## src/rtl/eth_csr_avmm_arb.sv

```systemverilog
// -----------------------------------------------------------------------------
// eth_csr_avmm_arb
//
// Round-robin arbiter that lets NUM_REQ CSR requesters share one Avalon-MM
// downstream port. Exactly one downstream command is outstanding at a time.
// Each command is guarded by a wait-cycle timeout, so a stuck slave cannot
// hang a requester.
//
// Ports
//   clk                 sole clock
//   rst_n               synchronous, active-low reset
//   i_req_read          per-requester read strobe            [NUM_REQ]
//   i_req_write         per-requester write strobe           [NUM_REQ]
//   i_req_addr          packed addresses, requester i in slice i
//   i_req_wdata         packed write data, requester i in slice i
//   o_req_waitrequest   per-requester, low only in the accept cycle
//   o_req_rdata         shared read data, held between completions
//   o_req_rdvalid       one-cycle read completion pulse      [NUM_REQ]
//   o_req_wrdone        one-cycle write completion pulse     [NUM_REQ]
//   o_avmm_*            downstream Avalon-MM master
//   i_avmm_readdata     downstream read data
//   i_avmm_waitrequest  downstream stall
//   o_timeout_err       one-cycle pulse when a command times out
//   o_err_cnt           saturating count of timeouts
//   o_busy              high while a command is in flight
// -----------------------------------------------------------------------------
module eth_csr_avmm_arb #(
    parameter int NUM_REQ     = 2,
    parameter int AVMM_ADDR_W = 16,
    parameter int AVMM_DATA_W = 32,
    parameter int TIMEOUT_CYC = 1023
) (
    input  logic                           clk,
    input  logic                           rst_n,

    input  logic [NUM_REQ-1:0]             i_req_read,
    input  logic [NUM_REQ-1:0]             i_req_write,
    input  logic [NUM_REQ*AVMM_ADDR_W-1:0] i_req_addr,
    input  logic [NUM_REQ*AVMM_DATA_W-1:0] i_req_wdata,
    output logic [NUM_REQ-1:0]             o_req_waitrequest,
    output logic [AVMM_DATA_W-1:0]         o_req_rdata,
    output logic [NUM_REQ-1:0]             o_req_rdvalid,
    output logic [NUM_REQ-1:0]             o_req_wrdone,

    output logic [AVMM_ADDR_W-1:0]         o_avmm_addr,
    output logic                           o_avmm_read,
    output logic                           o_avmm_write,
    output logic [AVMM_DATA_W-1:0]         o_avmm_writedata,
    input  logic [AVMM_DATA_W-1:0]         i_avmm_readdata,
    input  logic                           i_avmm_waitrequest,

    output logic                           o_timeout_err,
    output logic [15:0]                    o_err_cnt,
    output logic                           o_busy
);

    localparam int PTR_W = (NUM_REQ > 1) ? $clog2(NUM_REQ) : 1;
    localparam int CNT_W = $clog2(TIMEOUT_CYC + 1);

    localparam logic [0:0] ST_IDLE  = 1'b0;
    localparam logic [0:0] ST_ISSUE = 1'b1;

    logic [0:0]             state;
    logic [PTR_W-1:0]       rr_ptr;
    logic [PTR_W-1:0]       cur_idx;
    logic                   op_write;
    logic [CNT_W-1:0]       wait_cnt;
    logic [CNT_W-1:0]       wait_cnt_nxt;
    logic [AVMM_ADDR_W-1:0] cmd_addr;
    logic [AVMM_DATA_W-1:0] cmd_wdata;

    logic [NUM_REQ-1:0]     req_any;
    logic                   grant_valid;
    logic [PTR_W-1:0]       grant_idx;
    logic [PTR_W-1:0]       cand_idx;
    logic                   accept;
    logic [PTR_W-1:0]       next_ptr;
    logic [AVMM_ADDR_W-1:0] sel_addr;
    logic [AVMM_DATA_W-1:0] sel_wdata;

    assign req_any = i_req_read | i_req_write;

    // Round-robin search: the first requester at or after rr_ptr wins.
    // NOTE: every variable driven here gets a default before any condition so
    // no path leaves it unassigned, which would otherwise infer a latch.
    always_comb begin
        grant_valid = 1'b0;
        grant_idx   = '0;
        cand_idx    = '0;
        for (int i = 0; i < NUM_REQ; i++) begin
            cand_idx = PTR_W'((int'(rr_ptr) + i) % NUM_REQ);
            if (!grant_valid && req_any[cand_idx]) begin
                grant_valid = 1'b1;
                grant_idx   = cand_idx;
            end
        end
    end

    // Grants are decided combinationally from the live strobes, so a
    // requester that drops its strobe before this cycle is simply not seen.
    // Gating with rst_n keeps waitrequest all-ones while reset is held.
    assign accept = rst_n && (state == ST_IDLE) && grant_valid;

    always_comb begin
        o_req_waitrequest = '1;
        if (accept) begin
            o_req_waitrequest[grant_idx] = 1'b0;
        end
    end

    // Select the winner's address/data slice.
    always_comb begin
        sel_addr  = '0;
        sel_wdata = '0;
        for (int i = 0; i < NUM_REQ; i++) begin
            if (grant_idx == PTR_W'(i)) begin
                sel_addr  = i_req_addr[i*AVMM_ADDR_W +: AVMM_ADDR_W];
                sel_wdata = i_req_wdata[i*AVMM_DATA_W +: AVMM_DATA_W];
            end
        end
    end

    assign next_ptr     = (cur_idx == PTR_W'(NUM_REQ - 1)) ? '0 : cur_idx + 1'b1;
    assign wait_cnt_nxt = wait_cnt + 1'b1;

    // Control path: FSM, arbitration pointer, completion pulses, error count.
    // NOTE: sequential state uses non-blocking assignments only, so every
    // register samples values from before the clock edge.
    always_ff @(posedge clk) begin
        if (!rst_n) begin
            state         <= ST_IDLE;
            rr_ptr        <= '0;
            cur_idx       <= '0;
            op_write      <= 1'b0;
            wait_cnt      <= '0;
            o_req_rdata   <= '0;
            o_req_rdvalid <= '0;
            o_req_wrdone  <= '0;
            o_timeout_err <= 1'b0;
            o_err_cnt     <= '0;
        end else begin
            // Completion outputs are single-cycle pulses.
            o_req_rdvalid <= '0;
            o_req_wrdone  <= '0;
            o_timeout_err <= 1'b0;

            case (state)
                ST_IDLE: begin
                    if (accept) begin
                        state    <= ST_ISSUE;
                        cur_idx  <= grant_idx;
                        // Read+write together is treated as a write.
                        op_write <= i_req_write[grant_idx];
                        wait_cnt <= '0;
                    end
                end

                ST_ISSUE: begin
                    if (!i_avmm_waitrequest) begin
                        state  <= ST_IDLE;
                        rr_ptr <= next_ptr;
                        if (op_write) begin
                            o_req_wrdone[cur_idx] <= 1'b1;
                        end else begin
                            o_req_rdvalid[cur_idx] <= 1'b1;
                            o_req_rdata            <= i_avmm_readdata;
                        end
                    end else if (wait_cnt_nxt == CNT_W'(TIMEOUT_CYC)) begin
                        // Abort: the requester still gets its completion
                        // pulse so it is never left waiting, with all-ones
                        // read data flagging the failed read.
                        state         <= ST_IDLE;
                        rr_ptr        <= next_ptr;
                        o_timeout_err <= 1'b1;
                        if (op_write) begin
                            o_req_wrdone[cur_idx] <= 1'b1;
                        end else begin
                            o_req_rdvalid[cur_idx] <= 1'b1;
                            o_req_rdata            <= '1;
                        end
                        if (o_err_cnt != 16'hFFFF) begin
                            o_err_cnt <= o_err_cnt + 16'd1;
                        end
                    end else begin
                        wait_cnt <= wait_cnt_nxt;
                    end
                end

                default: state <= ST_IDLE;
            endcase
        end
    end

    // Command address/data latch.
    // NOTE: left without reset; it is only observed while state is ISSUE,
    // which always follows a load, so resetting it would buy nothing.
    always_ff @(posedge clk) begin
        if (accept) begin
            cmd_addr  <= sel_addr;
            cmd_wdata <= sel_wdata;
        end
    end

    // Strobes come straight from state, so they are held for the whole
    // ISSUE phase and are mutually exclusive by construction.
    assign o_avmm_read      = (state == ST_ISSUE) && !op_write;
    assign o_avmm_write     = (state == ST_ISSUE) &&  op_write;
    assign o_avmm_addr      = cmd_addr;
    assign o_avmm_writedata = cmd_wdata;
    assign o_busy           = (state != ST_IDLE);

endmodule

```

## config.mk

```make
export PLATFORM = sky130hd
export DESIGN_NAME = eth_csr_avmm_arb
export DESIGN_NICKNAME = d
export VERILOG_FILES = /design/src/rtl/eth_csr_avmm_arb.sv
export SDC_FILE = /design/constraint.sdc
export NUM_CORES = 1
export LEC_CHECK = 0
export ABC_AREA = 1
export CAP_MARGIN = 15
export CORE_MARGIN = 2
export CORE_UTILIZATION = 46
export DETAILED_ROUTE_END_ITERATION = 16
export GPL_ROUTABILITY_DRIVEN = 0
export PLACE_DENSITY = 0.87
export SLEW_MARGIN = 20
export SYNTH_ARGS = -nofsm -noshare
export SYNTH_HDL_FRONTEND = slang
export SYNTH_SLANG_ARGS = --single-unit
```

## constraint.sdc

```tcl
create_clock -name clk -period 10.7 [get_ports clk]
set_clock_uncertainty 0.05 [all_clocks]
set_input_delay 2.675 -clock clk [delete_from_list [all_inputs] [get_ports clk]]
set_output_delay 2.675 -clock clk [all_outputs]
set_load 0.01 [all_outputs]
```

==> results.py, run 1 <==
metrics = {
    "run_status": {
        "status": "finished clean",
    },
    "global_routing": {
        "first_global_vias": 4986,
        "antenna_found_initial": 0,
        "track_usage_pct": 26.1,
        "use_met1_pct": 30.5,
        "overflow": 0,
        "grt_max_degree": 52,
        "grt_pass1_wl_mm": 25.7,
        "use_met2_pct": 43.0,
        "grtUsageMet3_pct": 10.7,
        "busiest_layer": "met2",
    },
    "finish": {
        "final_common_cell": "clkdlybuf4s50_1",
        "diodes": 0,
        "design_area_mm2": 0.00843,
        "syn_to_final_growth_pct": 55.5,
        "nets": 1006,
        "layout_common_cells": "240 x clkdlybuf4s50_1, 213 x nand2_1, 67 x dfxtp_1, 57 x inv_1, 48 x edfxtp_1",
        "n_fill_cell": 807,
        "drive_gt1_share_pct": 8.06,
        "final_cells": 1024,
        "fin_util_pct": 73.5,
    },
    "clocking": {
        "cts_setup_buffers": 0,
        "cts_tree": "built",
        "cts_max_path_buffers": 2,
        "holdBufCountCts": 0,
        "htree_levels": 4,
        "cts_root_buf": "clkbuf_16",
        "clk_pin_slew_ns": 0.05,
        "cts_buffers": 17,
        "cts_sinks": 115,
        "clk_latency_ns": 0.41,
        "cts.repair.resized": 0,
    },
    "power": {
        "power_leakage_nw": 3.21,
        "vdd_drop_max_mv": 0.143,
        "p_per_area_mw_per_mm2": 146,
        "fin_total_pwr_mw": 1.23,
    },
    "sta": {
        "fin_setup_tns_ns": 0,
        "drv_slew": 0,
        "hold_slack_ns": 0.396,
        "worstMarginPinSlew_ns": 1.04,
        "rsz0062_at_grt": "no",
        "finalHoldViolCount": 0,
        "finalSetupViolCount": 0,
        "finalCritPeriodShare_pct": 73.6,
        "fmax_ghz": 0.127,
        "slew_headroom_pct": 30.3,
        "setup_ws_ns": 2.83,
        "period_minus_slack_ns": 7.87,
    },
    "min_path": {
        "hold_class": "register to register",
    },
    "worst_setup_path": {
        "critPathMaxStageDelay_ns": 0.58,
        "cp-start-kind": "primary input",
        "worstSetupEndpointType": "primary output",
        "path_class": "primary input to primary output",
        "critPathMaxFanout": 51,
        "cp.arrival_ns": 5.15,
        "critPathSlowestCell": "clkdlybuf4s50_1",
        "crit_chain": "clkdlybuf4s50_1 -> nor2_1 -> o21ai_4 -> buf_4 -> inv_2 -> nand2_1 -> clkdlybuf4s50_1",
        "required_ns": 7.98,
        "crit_top_cell": "clkdlybuf4s50_1",
    },
    "die": {
        "die_area_mm2": 0.0127,
        "fp.dieW_um": 113,
        "die_y_um": 113,
        "rows": 39,
        "core_mm2": 0.0115,
        "io_pins": 241,
        "initial_core_util_pct": 47.3,
    },
    "place": {
        "io_buffers": 240,
        "dp_hpwl_mm": 11.8,
        "dp.cells": 992,
        "dp_slack_ns": 2.82,
        "placed_area_mm2": 0.00786,
    },
    "synthesis": {
        "synth_edf_count": 48,
        "ys.flop_type": "dfxtp_1",
        "synth_cell_types": 37,
        "async_flop_share_pct": 0,
        "synth_cells": 643,
        "yosys_register_bits": 115,
        "syn_area_per_cell_um2": 8.43,
        "synth_warnings": 0,
        "syn-num-nets": 781,
        "yosysSeqAreaShare_pct": 51.3,
        "synth_area_mm2": 0.00542,
    },
    "detailed_routing": {
        "wirelength_mm": 16.8,
        "viasPerCell": 5.10,
        "drt_iter0_drc": 495,
        "wl_per_cell_um": 16.4,
        "ant_nets": 0,
        "vias": 5222,
        "drt-pass1-iter-count": 5,
        "drcViolationCount": 0,
    },
    "run": {
        "maxCapViolations": 0,
    },
}
## state kept, by name, indices dropped and copies added, names as in the netlist, 2 cells and up
signal and count:
o_avmm_addr 16, o_req_wrdone 2, o_req_rdata 32, o_err_cnt 16
wait_cnt 10, o_avmm_writedata 32, o_req_rdvalid 2
## final cells by class
| type | instances | area (um2) | share of cell area [%] |
|---|---|---|---|
| clock buffer | 22 | 464 | 5.51 |
| timing repair buffer | 245 | 2440 | 28.9 |
| tap | 143 | 179 | 2.12 |
| inverter | 61 | 229 | 2.72 |
| clock inverter | 10 | 106 | 1.26 |
| multi-input combinational | 428 | 2230 | 26.4 |
| sequential | 115 | 2780 | 33.0 |
## power by group
| group | switching, mW | internal, mW |
|---|---|---|
| Sequential | 0.0105 | 0.488 |
| Clock | 0.194 | 0.353 |
| Combinational | 0.0874 | 0.100 |
| Total | 0.292 | 0.941 |
## critical path, delay by kind of cell
family / cells / cell delay [ns]
AOI/OAI and AO/OA: 1 / 0.11
buffers and inverters: 4 / 2.04
and+or+nand+nor: 2 / 0.30
## cells by family after synthesis
logic type / after synthesis / synth area share [%]
flip-flops: 115 / 51.3
adder cells (fa/ha/maj): 3 / 0.692
buffers and inverters: 100 / 7.89
XOR/XNOR: 14 / 2.26
AO/OA/AOI/OAI: 97 / 12.2
AND/OR/NAND/NOR: 314 / 25.6
## per-layer routing
layer / up-vias / share of wire [%]
met2: 212 / 50
met3: 33 / 8.6
met4: 0 / 2.6
met1: 2385 / 39
met5: - / 0
li1: 2592 / -
## synthesized netlist by cell type, types with 4 or more instances
| library cell | instances | area (um2) |
|---|---|---|
| inv_1 | 57 | 214 |
| nand2_1 | 213 | 800 |
| nand4_1 | 5 | 31.3 |
| nor3_1 | 4 | 20.0 |
| a21oi_2 | 14 | 123 |
| xnor2_1 | 6 | 52.6 |
| edfxtp_1 | 48 | 1440 |
| dfxtp_1 | 67 | 1340 |
| nor2_1 | 23 | 86.3 |
| xor2_1 | 8 | 70.1 |
| buf_6 | 4 | 45.0 |
| clkbuf_1 | 29 | 109 |
| nand3_2 | 5 | 50.1 |
| o41ai_1 | 32 | 280 |
| nand3b_1 | 5 | 37.5 |
| nand3_1 | 43 | 215 |
| nor2_2 | 4 | 25.0 |
| a21oi_1 | 47 | 235 |
| nand2_2 | 4 | 25.0 |
## worst paths after layout
kind	depth (start not counted)	startpoint	endpoint	slack (ns)
max	7	i_req_write[0]	o_req_waitrequest[1]	2.83
min	2	o_req_rdata[13]	o_req_rdata[13]	0.40
max reg2reg	11	wait_cnt[1]	o_req_rdata[23]	8.22
min reg2reg	2	o_req_rdata[13]	o_req_rdata[13]	0.40
Note: power is estimated with default switching activity, not from simulation.
==> run 2, diff against run 1 <==
CORE_UTILIZATION = 38   (was 46)
PLACE_DENSITY = 0.77   (was 0.87)
clock period = 7.19 ns   (was 10.7 ns; I/O delays follow)
==> run 2 against run 1 <==
Against the previous run: sequential power rose by 49%; hold slack worse by 0.0010 ns; via count is 1.1% lower; critical endpoint is now o_req_waitrequest[0]; combinational power increased by 49%; final cell count grew 3.9%; final area grew 1.4%; flip-flop and latch count did not move; sequential share of layout area is 0.46 points lower; critical path depth unchanged; non-clock buffer count increased by 3; die area up 20%; critical path type unchanged; global-route usage fell by 4.3 points.
==> results.py, run 2 (same netlist as run 1, synthesis figures left out) <==
metrics = {
    "clocking": {
        "cts_setup_buffers": 0,
        "clk_latency_ns": 0.41,
        "cts.repair.resized": 0,
        "clk_pin_slew_ns": 0.05,
        "holdBufCountCts": 0,
        "cts_root_buf": "clkbuf_16",
        "cts_max_path_buffers": 2,
        "cts_tree": "built",
        "cts_buffers": 17,
        "cts_sinks": 115,
        "htree_levels": 4,
    },
    "sta": {
        "setup_ws_ns": 1.86,
        "rsz0062_at_grt": "no",
        "worstMarginPinSlew_ns": 0.776,
        "drv_slew": 0,
        "period_minus_slack_ns": 5.33,
        "finalSetupViolCount": 0,
        "finalCritPeriodShare_pct": 74.2,
        "fin_setup_tns_ns": 0,
        "fmax_ghz": 0.188,
        "finalHoldViolCount": 0,
        "slew_headroom_pct": 48.2,
    },
    "finish": {
        "n_fill_cell": 1166,
        "nets": 1009,
        "syn_to_final_growth_pct": 57.7,
        "final_common_cell": "clkdlybuf4s50_1",
        "drive_gt1_share_pct": 8.48,
        "diodes": 0,
        "layout_common_cells": "240 x clkdlybuf4s50_1, 213 x nand2_1, 67 x dfxtp_1, 57 x inv_1, 48 x edfxtp_1",
    },
    "worst_setup_path": {
        "crit_chain": "clkdlybuf4s50_1 -> nor2_1 -> inv_1 -> nor3_1 -> nor3_4 -> nand2_1 -> clkdlybuf4s50_1",
        "cp-start-kind": "primary input",
        "ff2ff_path_depth": 11,
        "critPathMaxFanout": 4,
        "r2r-start": "wait_cnt[1]",
        "critPathSlowestCell": "clkdlybuf4s50_1",
        "critPathMaxStageDelay_ns": 0.56,
        "path_class": "primary input to primary output",
        "r2r-end": "o_req_rdata[30]",
        "worstSetupEndpointType": "primary output",
        "cp.arrival_ns": 3.48,
        "crit_top_cell": "clkdlybuf4s50_1",
        "r2r_slack_ns": 4.67,
        "required_ns": 5.34,
    },
    "place": {
        "dp_slack_ns": 1.82,
        "io_buffers": 240,
        "dp_hpwl_mm": 11.5,
    },
    "die": {
        "die_y_um": 123,
        "fp.dieW_um": 123,
        "initial_core_util_pct": 38.9,
        "rows": 43,
        "die_area_mm2": 0.0152,
        "core_mm2": 0.0139,
        "io_pins": 241,
    },
    "global_routing": {
        "antenna_found_initial": 0,
        "grt_pass1_wl_mm": 25.4,
        "overflow": 0,
        "grt_max_degree": 52,
        "first_global_vias": 4921,
        "track_usage_pct": 21.7,
    },
    "min_path": {
        "whs_path_depth": 2,
        "holdCritStartpoint": "o_req_rdata[31]",
        "min_to": "o_req_rdata[31]",
        "hold_class": "register to register",
    },
    "detailed_routing": {
        "vias": 5162,
        "ant_nets": 0,
        "wl_per_cell_um": 15.5,
        "drcViolationCount": 0,
        "drt_iter0_drc": 307,
        "drt-pass1-iter-count": 4,
        "viasPerCell": 4.85,
        "wirelength_mm": 16.5,
    },
    "run": {
        "maxCapViolations": 0,
    },
    "power": {
        "vdd_drop_max_mv": 0.158,
        "power_leakage_nw": 3.25,
        "p_per_area_mw_per_mm2": 221,
    },
    "run_status": {
        "status": "finished clean",
    },
}
[run 2: cell count changes in the layout (fill, tap and decap cells not counted)]
cell       previous run  this run
buf_4                 5         8
bufinv_16             2         1
clkbuf_1              3         2
clkbuf_16            17        20
clkbuf_8              2         4
clkinv_2              6         3
inv_4                 0         1
inv_6                 1         0
[run 2: report_power, final]
group	switching, mW	internal, mW
registers	0.0147	0.726
clock network	0.293	0.573
logic	0.130	0.150
total	0.438	1.45
[run 2: worst max path at each step]
| stage | end | start | slack [ns] | depth (start not counted) |
|---|---|---|---|---|
| after floorplan | o_req_waitrequest[1] | rst_n | 0.90 | 4 |
| after global placement | o_req_waitrequest[0] | i_req_write[1] | 1.83 | 7 |
| after detailed placement | o_req_waitrequest[0] | i_req_write[1] | 1.82 | 7 |
| after CTS | o_req_waitrequest[0] | i_req_write[1] | 1.82 | 7 |
| after global routing | o_req_waitrequest[0] | rst_n | 1.77 | 6 |
| final | o_req_waitrequest[0] | i_req_write[1] | 1.86 | 7 |
[run 2: area by class of cell]
class	instances	area, um2	share of cell area, %
tap	180	225	2.63
timing repair buffer	248	2460	28.8
sequential	115	2780	32.5
clock buffer	26	563	6.59
multi-input combinational	428	2230	26.1
clock inverter	6	58.8	0.688
inverter	61	229	2.68
[run 2: layer usage]
metal  track usage (%)  wire length, um  vias to the layer above
li1                  -                -                     2601
met1              26.8             6910                     2361
met2              34.9             8100                      181
met3              8.39             1270                       19
met4              7.03              244                        0
met5                 0                0                        -
[run 2: through the flow]
step                cells  area, um2  hold slack, ns  total power [mW]  utilization, %
floorplan             643       5420           0.402             0.861               -
global placement     1032       7930           0.384              1.03            56.9
detailed placement   1032       7930           0.389              1.03            56.9
CTS                  1064       8550           0.395              1.90            61.4
global route         1064       8550           0.417              1.96            61.4
finish               1064       8550           0.395              1.89            61.4
[run 2: critical path, delay by kind of cell]
family        cells  cell delay, ns
simple gates      4            0.60
buf+inv           3            1.07
